### src/rtl/iq_unpack_stream_pkg.sv
// Shared types and sample arithmetic for the IQ unpack front end.
// Sign-extension and quantisation are done at a fixed maximum width, and callers truncate.
package iq_pkg;

    typedef enum logic {EMPTY, HOLD} iq_unpack_state_t;

    localparam int unsigned DEFAULT_SAMPLE_WIDTH = 16;
    localparam int unsigned DEFAULT_QUANTIZE     = 10;
    localparam int unsigned QUANT_MAX_WIDTH      = 64;
    localparam int unsigned QUANT_IDX_WIDTH      = $clog2(QUANT_MAX_WIDTH);

    // Sign-extend the low sample_width bits of sample, then shift left by shift.
    function automatic logic [QUANT_MAX_WIDTH-1:0] iq_quantize(
        input logic [QUANT_MAX_WIDTH-1:0] sample,
        input int unsigned                sample_width,
        input int unsigned                shift
    );
        logic [QUANT_MAX_WIDTH-1:0] ext;
        ext = sample;
        for (int unsigned b = 0; b < QUANT_MAX_WIDTH; b++) begin
            if (b >= sample_width) begin
                ext[QUANT_IDX_WIDTH'(b)] = sample[QUANT_IDX_WIDTH'(sample_width - 1)];
            end
        end
        return ext << shift;
    endfunction

endpackage

### src/rtl/iq_unpack_stream_pair_select.sv
// Picks pair idx out of the held packed word and splits it into raw I and Q samples.
module iq_pair_select #(
    parameter int unsigned IN_WIDTH     = 32,
    parameter int unsigned SAMPLE_WIDTH = 16,
    parameter int unsigned IDX_WIDTH    = 1
) (
    input  logic [IN_WIDTH-1:0]     word_q,
    input  logic [IDX_WIDTH-1:0]    idx,
    input  logic                    swap_q,
    output logic [SAMPLE_WIDTH-1:0] raw_i,
    output logic [SAMPLE_WIDTH-1:0] raw_q
);

    localparam int unsigned PAIR_WIDTH = 2 * SAMPLE_WIDTH;
    localparam int unsigned PAIRS      = IN_WIDTH / PAIR_WIDTH;

    logic [PAIR_WIDTH-1:0] w_pair;

    always_comb begin
        w_pair = '0;
        for (int unsigned k = 0; k < PAIRS; k++) begin
            if (idx == IDX_WIDTH'(k)) begin
                w_pair = word_q[PAIR_WIDTH*k +: PAIR_WIDTH];
            end
        end
    end

    always_comb begin
        if (swap_q) begin
            raw_i = w_pair[PAIR_WIDTH-1:SAMPLE_WIDTH];
            raw_q = w_pair[SAMPLE_WIDTH-1:0];
        end else begin
            raw_i = w_pair[SAMPLE_WIDTH-1:0];
            raw_q = w_pair[PAIR_WIDTH-1:SAMPLE_WIDTH];
        end
    end

endmodule

### src/rtl/iq_unpack_stream.sv
// Unpacks multi-pair words from an FWFT FIFO into one quantised I/Q pair per cycle.
// On the last pair of a word, the next word is loaded in the same cycle, so there is no bubble.
module iq_unpack_stream
    import iq_pkg::*;
#(
    parameter int unsigned IN_WIDTH       = 32,
    parameter int unsigned SAMPLE_WIDTH   = DEFAULT_SAMPLE_WIDTH,
    parameter int unsigned DATA_WIDTH     = 32,
    parameter int unsigned QUANTIZE_WIDTH = DEFAULT_QUANTIZE
) (
    input  logic                  clock,
    input  logic                  reset,
    input  logic                  in_empty,
    input  logic [IN_WIDTH-1:0]   in_dout,
    output logic                  in_rd_en,
    input  logic                  swap_iq,
    input  logic                  flush,
    input  logic                  out_full,
    output logic                  out_wr_en,
    output logic [DATA_WIDTH-1:0] i_out,
    output logic [DATA_WIDTH-1:0] q_out,
    output logic [31:0]           pair_count
);

    localparam int unsigned PAIRS     = IN_WIDTH / (2 * SAMPLE_WIDTH);
    localparam int unsigned IDX_WIDTH = (PAIRS > 1) ? $clog2(PAIRS) : 1;

    generate
        if (SAMPLE_WIDTH + QUANTIZE_WIDTH > DATA_WIDTH) begin : g_bad_data_width
            $error("iq_unpack_stream: SAMPLE_WIDTH+QUANTIZE_WIDTH exceeds DATA_WIDTH");
        end
        if ((IN_WIDTH % (2 * SAMPLE_WIDTH)) != 0 || PAIRS < 1) begin : g_bad_in_width
            $error("iq_unpack_stream: IN_WIDTH must be a nonzero multiple of 2*SAMPLE_WIDTH");
        end
        if (DATA_WIDTH > QUANT_MAX_WIDTH) begin : g_bad_max_width
            $error("iq_unpack_stream: DATA_WIDTH exceeds quantiser width");
        end
    endgenerate

    iq_unpack_state_t      r_state;
    iq_unpack_state_t      w_state_nxt;
    logic [IN_WIDTH-1:0]   r_word;
    logic [IN_WIDTH-1:0]   w_word_nxt;
    logic [IDX_WIDTH-1:0]  r_idx;
    logic [IDX_WIDTH-1:0]  w_idx_nxt;
    logic                  r_swap;
    logic                  w_swap_nxt;
    logic [31:0]           r_pair_count;
    logic                  w_rd;
    logic                  w_wr;
    logic                  w_last;
    logic [SAMPLE_WIDTH-1:0] w_raw_i;
    logic [SAMPLE_WIDTH-1:0] w_raw_q;

    iq_pair_select #(
        .IN_WIDTH     (IN_WIDTH),
        .SAMPLE_WIDTH (SAMPLE_WIDTH),
        .IDX_WIDTH    (IDX_WIDTH)
    ) u_pair_select (
        .word_q (r_word),
        .idx    (r_idx),
        .swap_q (r_swap),
        .raw_i  (w_raw_i),
        .raw_q  (w_raw_q)
    );

    assign w_last = (r_idx == IDX_WIDTH'(PAIRS - 1));

    always_ff @(posedge clock or negedge reset) begin
        if (!reset) begin
            r_state      <= EMPTY;
            r_word       <= '0;
            r_idx        <= '0;
            r_swap       <= 1'b0;
            r_pair_count <= '0;
        end else begin
            r_state <= w_state_nxt;
            r_word  <= w_word_nxt;
            r_idx   <= w_idx_nxt;
            r_swap  <= w_swap_nxt;
            if (out_wr_en) begin
                r_pair_count <= r_pair_count + 32'd1;
            end
        end
    end

    always_comb begin
        w_state_nxt = r_state;
        w_word_nxt  = r_word;
        w_idx_nxt   = r_idx;
        w_swap_nxt  = r_swap;
        w_rd        = 1'b0;
        w_wr        = 1'b0;
        if (flush) begin
            w_state_nxt = EMPTY;
            w_idx_nxt   = '0;
        end else begin
            case (r_state)
                EMPTY: begin
                    if (!in_empty) begin
                        w_rd        = 1'b1;
                        w_word_nxt  = in_dout;
                        w_idx_nxt   = '0;
                        w_swap_nxt  = swap_iq;
                        w_state_nxt = HOLD;
                    end
                end
                HOLD: begin
                    if (!out_full) begin
                        w_wr = 1'b1;
                        if (!w_last) begin
                            w_idx_nxt = r_idx + IDX_WIDTH'(1);
                        end else if (!in_empty) begin
                            // Reload in the write cycle of the last pair to keep one pair per cycle.
                            w_rd       = 1'b1;
                            w_word_nxt = in_dout;
                            w_idx_nxt  = '0;
                            w_swap_nxt = swap_iq;
                        end else begin
                            w_state_nxt = EMPTY;
                        end
                    end
                end
                default: w_state_nxt = EMPTY;
            endcase
        end
    end

    // Handshakes are gated by reset so that no FIFO pop or push happens while reset is held.
    assign in_rd_en  = w_rd & reset;
    assign out_wr_en = w_wr & reset;

    always_comb begin
        i_out = '0;
        q_out = '0;
        if (r_state == HOLD) begin
            i_out = DATA_WIDTH'(iq_quantize(QUANT_MAX_WIDTH'(w_raw_i), SAMPLE_WIDTH, QUANTIZE_WIDTH));
            q_out = DATA_WIDTH'(iq_quantize(QUANT_MAX_WIDTH'(w_raw_q), SAMPLE_WIDTH, QUANTIZE_WIDTH));
        end
    end

    assign pair_count = r_pair_count;

endmodule

### config.mk
export PLATFORM = sky130hd
export DESIGN_NAME = iq_unpack_stream
export DESIGN_NICKNAME = d
export VERILOG_FILES = /design/src/rtl/iq_unpack_stream_pkg.sv /design/src/rtl/iq_unpack_stream_pair_select.sv /design/src/rtl/iq_unpack_stream.sv
export SDC_FILE = /design/constraint.sdc
export NUM_CORES = 1
export LEC_CHECK = 0
export BUFFER_PORTS_ARGS = -buffer_cell sky130_fd_sc_hd__clkbuf_2
export CAP_MARGIN = 40
export CORE_AREA = 2 2 107 83
export CTS_CLUSTER_SIZE = 24
export DETAILED_ROUTE_END_ITERATION = 12
export DIE_AREA = 0 0 109 85
export PLACE_DENSITY = 0.74
export SLEW_MARGIN = 20
export SYNTH_ARGS = -nofsm -noshare
export SYNTH_HDL_FRONTEND = slang
export SYNTH_SLANG_ARGS = --single-unit
### constraint.sdc
create_clock -name clock -period 1.68 [get_ports clock]
set_input_delay 0.336 -clock clock [delete_from_list [all_inputs] [get_ports clock]]
set_output_delay 0.336 -clock clock [all_outputs]
set_load 0.01 [all_outputs]
==> run summary <==
Ant. Diodes: 0
num ports: 136
die width: 109 um
outcome: complete, but fails checks
fillcell total: 697
reg2reg start: pair_count[1]
Die ar.: 9270 um^2
Worst VDD drop: 592 uV
P&R area growth vs syn: 41.9%
post-synthesis mux area share: 20.1%
Yosys reg bits: 66
Max Cap Violations: 0
Avg WL per Cell: 15.3 um
setup violators final: 56
P_leak: 0.00257 uW
Post-synth EDFFs: 0
setup TNS: -5500 ps
Synth Area in XOR/XNOR: 7.74%
global route overflow: 0
violated checks: setup timing
crit-path cells: buf_4 -> mux2i_1 -> nor2b_4 -> buf_2
drc violations: 0
library cells used by synthesis: 31
DRT iter0 DRCs: 93
clk buf depth: 2
port bufs: 115
post-synthesis cell count: 301
hold-fix buffers at CTS: 0
Initial Util: 42.6%
clock latency on the worst-skew pair: 340 ps
ys flop type: dfrtp_1
fmax: 545 MHz
final clock skew: 6.95 ps
area of the mapped netlist: 3510 um^2
slowest cell delay on critical path: 430 ps
register area share after synthesis: 47.1%
GRT Total Usage: 18.3%
CTS buffer count: 9
placer congestion estimate: 0.821
CP delay by family, top: flip-flops
clock sink count: 66
antenna violations before repair: 0
Hold Path Class: primary input to async pin
H-tree depth: 3
drt pass-1 iters: 4
Reg clk slew, reported paths: 80 ps
Final nets: 495
FP Rows: 29
CP arrival: 1500 ps
post-route ant nets: 0
crit path launch type: register
final worst setup slack: -154 ps
Synth Area in Adders: 0.357%
Crit path buffers/inverters: 2
critical path's slowest cell: dfrtp_2
routed via count: 2723
Slew Limit Fails: 0
simple-gate share of the synthesized area: 15.3%
share of cells above drive strength 1: 54.7%
die height: 85 um
Syn Area/Cell: 11.6 um^2
crit end category: primary output
first-pass GRT wire length: 12800 um
Final Hold Fails: 0
Reg-to-Reg End: pair_count[20]
critical path peak fanout: 7
largest family of logic cells by synthesized area: multiplexers
Ys Warns: 0
Core ar.: 8240 um^2
period utilization: 109%
RSZ-0062 raised after global routing: true
WS Path Type: register to primary output
R2R depth: 7
min cycle time layout: 1830 ps
CTS tree: built
Routed WL: 8730 um
post-DP HPWL: 5730 um
Synth Area in Compound Gates: 0.500%
Worst R2R Setup Slack: -150 ps
largest net degree at the start of global routing: 67
FFs w/ async S/R, synth: 100%
pwr dens: 927 nW/um^2
vias in the first global route: 2620
Req. time, crit path: 1340 ps
Root Buffer: clkbuf_8
vias per cell: 4.79
worst hold slack: 88.5 ps
## area by class of cell
class                      instances  area [um^2]  area share, %
sequential                        66         1660           33.3
tap                              108          135           2.72
clock buffer                       9          124           2.49
timing repair buffer             170         1220           24.5
multi-input combinational        207         1740           35.0
clock inverter                     7         93.8           1.89
inverter                           2         7.51          0.151
## flip-flops by register name, indices dropped and copies added, names as in the netlist
signal      count
r_swap          1
pair_count     32
r_word         32
r_state         1
## synthesized netlist by cell type (2+ instances only)
master    number  area share, %
buf_4         33            7.1
and4_1         5            1.2
nor2b_1       32            5.7
buf_2          5           0.71
clkbuf_1       6           0.64
xor2_1         6            1.5
and3_1         4           0.71
xnor2_1       25            6.2
nand3_1       11            1.6
nand4_1        7            1.2
nand2_1       14            1.5
mux2i_1       32            9.1
nor2_1         4           0.43
inv_1          2           0.21
mux2_2        34             11
dfrtp_1       66             47
## cells in the final DEF, fill, tap and decap left out, types with 3 or more instances in the layout
cell type / instances
xnor2_1: 24
nand3_1: 6
nand2_4: 3
nor2b_1: 30
xor2_1: 6
buf_12: 5
buf_6: 15
and4_1: 3
nand3_2: 6
mux2_2: 34
nand4_1: 7
buf_2: 34
dfrtp_2: 3
mux2i_1: 30
clkbuf_8: 9
conb_1: 20
and3_1: 4
buf_4: 39
nor2_1: 3
buf_8: 4
nand2_1: 10
dfrtp_1: 63
clkbuf_2: 70
## worst reg2reg max path: cells and delay by family (launching register included)
| kind | cells | cell delay, ps |
|---|---|---|
| xor gates and xnor gates | 1 | 150 |
| adders and majority gates | 1 | 190 |
| buffers and inverters | 2 | 190 |
| DFF | 1 | 360 |
| and+or+nand+nor | 3 | 810 |
## worst max path at each step
stage                              from             end  slack (ps)  cells past startpoint
after floorplan           pair_count[1]  pair_count[22]        -120                      6
after global placement         out_full  pair_count[31]         -70                      7
after detailed placement       out_full  pair_count[25]        -100                      7
after CTS                       r_state        in_rd_en        -140                      4
after global routing             r_swap       i_out[26]        -220                      4
final                            r_swap       q_out[27]        -150                      4
## timing repair
action	CTS	global route
resized for setup	21	76
cloned	0	3
buffers inserted	7	6
endpoints found under the setup margin	66	88
pin swaps	7	12
## per-stage QoR
step	instances	area, um^2	util (%)	total power (uW)	setup slack (ps)
after detailed placement	536	4330	52.6	2950	-102
after global routing	569	4980	60.4	4840	-216
final	569	4980	60.4	4610	-154
after CTS	559	4680	56.8	4480	-135
after floorplan	320	3600	-	2570	-121
after global placement	536	4330	52.6	2900	-68.4
## layer usage
metal / part of all wire, % / track usage, %
met1: 44 / 23.7
met2: 49 / 29.6
met3: 6.0 / 4.45
met4: 1.4 / 6.76
met5: 0 / 0
## power breakdown
part,switching [uW],total (uW),internal [uW]
combinational,563,1240,675
sequential,132,1900,1760
clock,647,1480,832
total,1340,4610,3270
## kinds of logic (layout without fill, tap and decap cells)
logic type | count (synthesis) | count (layout)
AO/OA/AOI/OAI | 2 | 2
XOR/XNOR | 31 | 31
adder cells (fa/ha/maj) | 1 | 1
buffers and inverters | 47 | 188
flip-flops | 66 | 66
multiplexers | 66 | 66
other | 1 | 20
AND/OR/NAND/NOR | 87 | 87
(Power assumes the default switching activity.)
